$ cat src/rtl/ram_ctrl_pkg.sv
// ram_ctrl_pkg: geometry and controller state encoding for ram_ctrl.
// VERIFY exists only when RAM_CTRL_VERIFY_EN is defined.
package ram_ctrl_pkg;
  localparam int ADDR_W = 8;
  localparam int DATA_W = 8;
  localparam int LEN_W = 2;
  typedef enum logic [2:0] {
    IDLE, WDATA, SETUP, ACCESS, HOLD, RESP, DONE
`ifdef RAM_CTRL_VERIFY_EN
    , VERIFY
`endif
  } state_t;
endpackage

$ cat src/rtl/ram_ctrl_if.sv
// ram_ctrl_if: command, write-data, read-data and RAM-side pins of ram_ctrl.
interface ram_ctrl_if;
  import ram_ctrl_pkg::*;
  logic req_valid, req_ready, req_write;
  logic [ADDR_W-1:0] req_addr;
  logic [LEN_W-1:0] req_len;
  logic wd_valid, wd_ready;
  logic [DATA_W-1:0] wd_data;
  logic rd_valid, rd_ready;
  logic [DATA_W-1:0] rd_data;
  logic done, err;
  logic [ADDR_W-1:0] ram_addr;
  logic [DATA_W-1:0] ram_din, ram_dout;
  logic ram_en, ram_rw;
  modport slave (
    input req_valid, req_write, req_addr, req_len, wd_valid, wd_data, rd_ready, ram_dout,
    output req_ready, wd_ready, rd_valid, rd_data, done, err, ram_addr, ram_din, ram_en, ram_rw
  );
  modport master (
    output req_valid, req_write, req_addr, req_len, wd_valid, wd_data, rd_ready, ram_dout,
    input req_ready, wd_ready, rd_valid, rd_data, done, err, ram_addr, ram_din, ram_en, ram_rw
  );
endinterface

$ cat src/rtl/ram_ctrl.sv
// ram_ctrl: burst controller for a 256x8 combinational-read RAM with setup/access/hold phasing.
// Define RAM_CTRL_VERIFY_EN to read back every written word and flag mismatches on err.
module ram_ctrl
  import ram_ctrl_pkg::*;
(
  input logic clk,
  input logic rst_n,
  ram_ctrl_if.slave b
);
  state_t state, nxt;
  logic wr, last, beat_end;
  logic [LEN_W-1:0] cnt;
  logic [ADDR_W-1:0] addr;
  logic [DATA_W-1:0] din, rdata;

  assign last = cnt == '0;
  assign b.req_ready = state == IDLE;
  assign b.wd_ready = state == WDATA;
  assign b.rd_valid = state == RESP;
  assign b.done = state == DONE;
  assign b.ram_rw = wr && (state inside {SETUP, ACCESS, HOLD});
  assign b.ram_addr = addr;
  assign b.ram_din = din;
  assign b.rd_data = rdata;

`ifdef RAM_CTRL_VERIFY_EN
  logic err_q;
  assign b.err = err_q;
  assign b.ram_en = state == ACCESS || state == VERIFY;
  assign beat_end = state == VERIFY || (state == RESP && b.rd_ready);
  always_ff @(posedge clk or negedge rst_n)
    if (!rst_n) err_q <= 1'b0;
    else if (state == IDLE && b.req_valid) err_q <= 1'b0;
    else if (state == VERIFY && b.ram_dout != din) err_q <= 1'b1;
`else
  assign b.err = 1'b0;
  assign b.ram_en = state == ACCESS;
  assign beat_end = state == HOLD || (state == RESP && b.rd_ready);
`endif

  always_comb begin
    nxt = state;
    case (state)
      IDLE:   nxt = b.req_valid ? (b.req_write ? WDATA : SETUP) : IDLE;
      WDATA:  nxt = b.wd_valid ? SETUP : WDATA;
      SETUP:  nxt = ACCESS;
      ACCESS: nxt = wr ? HOLD : RESP;
`ifdef RAM_CTRL_VERIFY_EN
      HOLD:   nxt = VERIFY;
      VERIFY: nxt = last ? DONE : WDATA;
`else
      HOLD:   nxt = last ? DONE : WDATA;
`endif
      RESP:   nxt = b.rd_ready ? (last ? DONE : SETUP) : RESP;
      DONE:   nxt = IDLE;
      default: nxt = IDLE;
    endcase
  end

  // address advances only as a beat retires, when ram_en is already low
  always_ff @(posedge clk or negedge rst_n)
    if (!rst_n) begin
      state <= IDLE;
      wr <= 1'b0;
      cnt <= '0;
      addr <= '0;
      din <= '0;
      rdata <= '0;
    end else begin
      state <= nxt;
      if (state == IDLE && b.req_valid) begin
        addr <= b.req_addr;
        cnt <= b.req_len;
        wr <= b.req_write;
      end
      if (state == WDATA && b.wd_valid) din <= b.wd_data;
      if (state == ACCESS && !wr) rdata <= b.ram_dout;
      if (beat_end) begin
        addr <= addr + 1'b1;
        cnt <= cnt - 1'b1;
      end
    end
endmodule

$ cat src/flat_wrapper.sv
// flat-port wrapper written by rule: the top's interface ports become plain ports
module ram_ctrl_flat import ram_ctrl_pkg::*;
  (clk, rst_n, b_req_valid, b_req_write, b_req_addr, b_req_len, b_wd_valid, b_wd_data, b_rd_ready, b_ram_dout, b_req_ready, b_wd_ready, b_rd_valid, b_rd_data, b_done, b_err, b_ram_addr, b_ram_din, b_ram_en, b_ram_rw);
  ram_ctrl_if b_i ();
  input logic clk;
  input logic rst_n;
  input wire logic [$bits(b_i.req_valid)-1:0] b_req_valid;
  input wire logic [$bits(b_i.req_write)-1:0] b_req_write;
  input wire logic [$bits(b_i.req_addr)-1:0] b_req_addr;
  input wire logic [$bits(b_i.req_len)-1:0] b_req_len;
  input wire logic [$bits(b_i.wd_valid)-1:0] b_wd_valid;
  input wire logic [$bits(b_i.wd_data)-1:0] b_wd_data;
  input wire logic [$bits(b_i.rd_ready)-1:0] b_rd_ready;
  input wire logic [$bits(b_i.ram_dout)-1:0] b_ram_dout;
  output wire logic [$bits(b_i.req_ready)-1:0] b_req_ready;
  output wire logic [$bits(b_i.wd_ready)-1:0] b_wd_ready;
  output wire logic [$bits(b_i.rd_valid)-1:0] b_rd_valid;
  output wire logic [$bits(b_i.rd_data)-1:0] b_rd_data;
  output wire logic [$bits(b_i.done)-1:0] b_done;
  output wire logic [$bits(b_i.err)-1:0] b_err;
  output wire logic [$bits(b_i.ram_addr)-1:0] b_ram_addr;
  output wire logic [$bits(b_i.ram_din)-1:0] b_ram_din;
  output wire logic [$bits(b_i.ram_en)-1:0] b_ram_en;
  output wire logic [$bits(b_i.ram_rw)-1:0] b_ram_rw;
  assign b_i.req_valid = b_req_valid;
  assign b_i.req_write = b_req_write;
  assign b_i.req_addr = b_req_addr;
  assign b_i.req_len = b_req_len;
  assign b_i.wd_valid = b_wd_valid;
  assign b_i.wd_data = b_wd_data;
  assign b_i.rd_ready = b_rd_ready;
  assign b_i.ram_dout = b_ram_dout;
  assign b_req_ready = b_i.req_ready;
  assign b_wd_ready = b_i.wd_ready;
  assign b_rd_valid = b_i.rd_valid;
  assign b_rd_data = b_i.rd_data;
  assign b_done = b_i.done;
  assign b_err = b_i.err;
  assign b_ram_addr = b_i.ram_addr;
  assign b_ram_din = b_i.ram_din;
  assign b_ram_en = b_i.ram_en;
  assign b_ram_rw = b_i.ram_rw;
  ram_ctrl u_core (.clk(clk), .rst_n(rst_n), .b(b_i));
endmodule
$ cat config.mk
export PLATFORM = sky130hd
export DESIGN_NAME = ram_ctrl_flat
export DESIGN_NICKNAME = d
export VERILOG_FILES = /design/src/rtl/ram_ctrl_pkg.sv /design/src/rtl/ram_ctrl_if.sv /design/src/rtl/ram_ctrl.sv /design/src/flat_wrapper.sv
export SDC_FILE = /design/constraint.sdc
export NUM_CORES = 1
export LEC_CHECK = 0
export ABC_AREA = 1
export ABC_CLOCK_PERIOD_IN_PS = 1700
export BUFFER_PORTS_ARGS = -buffer_cell sky130_fd_sc_hd__buf_2
export CAP_MARGIN = 20
export CORE_ASPECT_RATIO = 1.25
export CORE_MARGIN = 3
export CORE_UTILIZATION = 25
export CTS_CLUSTER_DIAMETER = 150
export DETAILED_ROUTE_END_ITERATION = 16
export PLACE_DENSITY = 0.58
export SKIP_CTS_REPAIR_TIMING = 1
export SYNTH_ARGS = -nofsm -noshare
export SYNTH_HDL_FRONTEND = slang
export SYNTH_SLANG_ARGS = --single-unit
$ cat constraint.sdc
create_clock -name clk -period 1.7 [get_ports clk]
set_input_delay 0.085 -clock clk [delete_from_list [all_inputs] [get_ports clk]]
set_output_delay 0.085 -clock clk [all_outputs]
set_load 0.05 [all_outputs]
==> flow_summary.toml <==
[outcome]
outcome = "finished, final reports clean"

[floorplanning]
dieWidth_um = 77.39
start_util_pct = 26.67
die_h_um = 95.24
die-area_um2 = 7371
rows = 31
pin_count = 63
core_um2 = 5973

[worst_hold_path]
hold_depth = 3
min_path_type = "input pin to flop"
min_to = "u_core.cnt[1]"
hold_path.startpoint = "b_req_len[1]"

[clock_tree]
cts_buffer_depth = 2
htreeDepth = 2
numCtsBuffers = 5
cts_tree = "done"
clk_pin_slew_worst_paths_ns = 0.07
cts_root_buffer = "clkbuf_8"
clk_latency_ns = 0.28
clock-sinks = 30

[drt]
routedWlPerCell_um = 11.64
finalWirelength_mm = 4.177
first_pass_iters = 5
drtAntennaViolNets = 0
drc = 0
vias = 1571
post_drt_via_cell_ratio = 4.376
drtIter0Drc = 54

[logic_synthesis]
synth_area_leader_cell = "dfrtp_1"
async_flop_share_pct = 100.0
netlist_area_um2 = 1593
synthesis.nets = 245
synth_common_cells = "nand2_1 (87), nand3_1 (32), dfrtp_1 (30), inv_1 (18)"
synth.area.top_cells = "dfrtp_1 (47%), nand2_1 (21%), nand3_1 (10%), inv_1 (4.2%), o21ai_0 (2.2%)"
synthFlopType = "dfrtp_1"
synth.avg_cell_area_um2 = 7.549
synth.top_cell.area_share_pct = 47.13
yosys_register_bits = 30
yosys_warnings = 0
synth.distinct_cells = 24
synth-edff-count = 0
synth.most_common_cell = "nand2_1"
synth_seq_area_share_pct = 47.13
syn_inst = 211

[worst_setup_path]
cp-end-kind = "output port"
arrival_ns = 1.53
r2r_end = "u_core.state[0]"
crit_buf_inv = 1
worst_r2r_path_depth = 7
crit_family = "flip-flops"
path_class = "flop to output port"
crit_fanout = 6
r2r_start = "u_core.state[2]"
cp.required_ns = 1.62
cp_cell_sequence = "nor2_4, nand2_1, a21oi_1, buf_2"
critPathSlowestCell = "dfrtp_1"
cpPeakStageDelay_ns = 0.45
startpoint_type = "flop"
reg2reg_slack_ns = 0.34

[place]
dp_hpwl_mm = 3.131
gp_congestion = 0.8108
numPortBuffers = 61
dpl_cell_area_um2 = 1979

[sta]
worstMarginPinSlew_ns = 0.6897
hold_violations = 0
fin_crit_sh_pct = 94.77
rsz0062_at_grt = "no"
max_freq_mhz = 620.7
drv_slew = 0
tns_ns = 0
setup_viol = 0
relSlewSlack_pct = 54.02
clock_skew_ns = 0.002908
post-route-min-period_ns = 1.611

[pwr]
powerDensity_nw_per_um2 = 2255
vdd_drop_max_uv = 870.3
leakage_nw = 1.183

[grt]
grt_usage_pct = 11.92
grt_pass1_vias = 1446
grt_pass1_wl_mm = 6.872
grt_max_degree = 31
antenna_found_initial = 0
overflow = 0

[cells_and_area]
regArea_um2 = 750.7
layout.nets = 310
n_antenna_cell = 0
multi_input_area_um2 = 726.9
syn2layout_area_growth_pct = 30.95
fillers = 680
drive_gt1_share_pct = 30.32
design_area_um2 = 2086

[run]
maxCapViolations = 0
[placed cells by master (no fill, tap or decap)]
master,netlist,final
nand2_1,87,87
buf_2,0,60
nand3_1,32,32
dfrtp_1,30,30
inv_1,18,18
o21ai_0,7,7
nor2_1,7,6
clkbuf_8,0,6
nand4_1,3,3
inv_2,2,2
nor3_2,1,2
nor2_4,2,2
nand3_2,2,2
a21oi_1,2,2
nand2_2,2,2
xor2_1,2,2
ha_1,2,2
buf_4,3,2
nor2_2,0,1
inv_4,1,1
nand3b_1,1,1
o211ai_2,1,1
or2_2,1,1
conb_1,1,1
clkbuf_1,2,1
clkinv_2,0,1
dlygate4sd3_1,0,1
clkbuf_4,0,1
[per-layer routing]
| metal | vias to the layer above | part of all wire (%) | wire length [um] | track usage (%) |
|---|---|---|---|---|
| met5 | - | 0 | 0 | 0 |
| li1 | 800 | - | - | - |
| met2 | 56 | 46 | 1936 | 19.74 |
| met1 | 707 | 45 | 1867 | 14.61 |
| met3 | 8 | 6.5 | 273 | 3.403 |
| met4 | 0 | 2.3 | 98 | 4.896 |
[cell type report]
| class | instances | share of cell area [%] |
|---|---|---|
| inverters | 21 | 3.899 |
| clock inverters | 1 | 0.2400 |
| well taps | 82 | 4.919 |
| flip-flops and latches | 30 | 35.99 |
| clock buffers | 7 | 4.139 |
| multi-input cells | 154 | 34.85 |
| repair buffers | 64 | 15.96 |
[where the power goes]
part	switching (mW)	internal, mW
logic	2.06	0.675
clock network	0.279	0.326
registers	0.298	1.07
total	2.64	2.07
[worst max path at each step]
stage,slack (ns),cells after the start,startpoint,to
floorplan,0.14,3,u_core.state[1],b_ram_rw
global placement,0.28,7,u_core.state[2],u_core.state[0]
detailed placement,0.27,7,u_core.state[2],u_core.state[0]
CTS,0.01,4,u_core.state[2],b_ram_en
global route,0.007,4,u_core.state[1],b_ram_rw
finish,0.09,4,u_core.state[1],b_ram_rw
[worst reg2reg max path: cells and delay by family, from the launching register on]
family                 cells  cell delay [ns]
buffers and inverters      1             0.17
flip-flops                 1             0.47
AND/OR/NAND/NOR            6             0.67
[logic make-up (layout without fill, tap and decap cells)]
logic type	count (synthesis)	in the layout	share of synthesized area [%]
buffers and inverters	27	93	7.699
DFF	30	30	47.13
and+or+nand+nor	139	139	38.65
AOI/OAI and AO/OA	10	10	3.613
adders and majority gates	2	2	1.571
xor gates and xnor gates	2	2	1.100
other	1	1	0.2354
[per-stage QoR]
step / power, mW / worst slack, ns / hold WS, ns / utilization [%] / cells
after floorplan: 3.487 / 0.1376 / -0.2106 / - / 211
after global placement: 4.110 / 0.2838 / 0.1836 / 33.14 / 350
after detailed placement: 4.134 / 0.2654 / 0.1777 / 33.14 / 350
after CTS: 4.752 / 0.01365 / -0.1305 / 34.67 / 358
after global routing: 5.066 / 0.006891 / 0.03555 / 34.92 / 359
final: 4.704 / 0.08897 / 0.02174 / 34.92 / 359
[state kept, by name (all words and copies together), names as in the netlist]
register	cells
u_core.b.ram_addr	8
u_core.b.ram_din	8
u_core.b.rd_data	8
u_core.state	3
u_core.cnt	2
u_core.wr	1
Note: power is estimated with default switching activity, not from simulation.
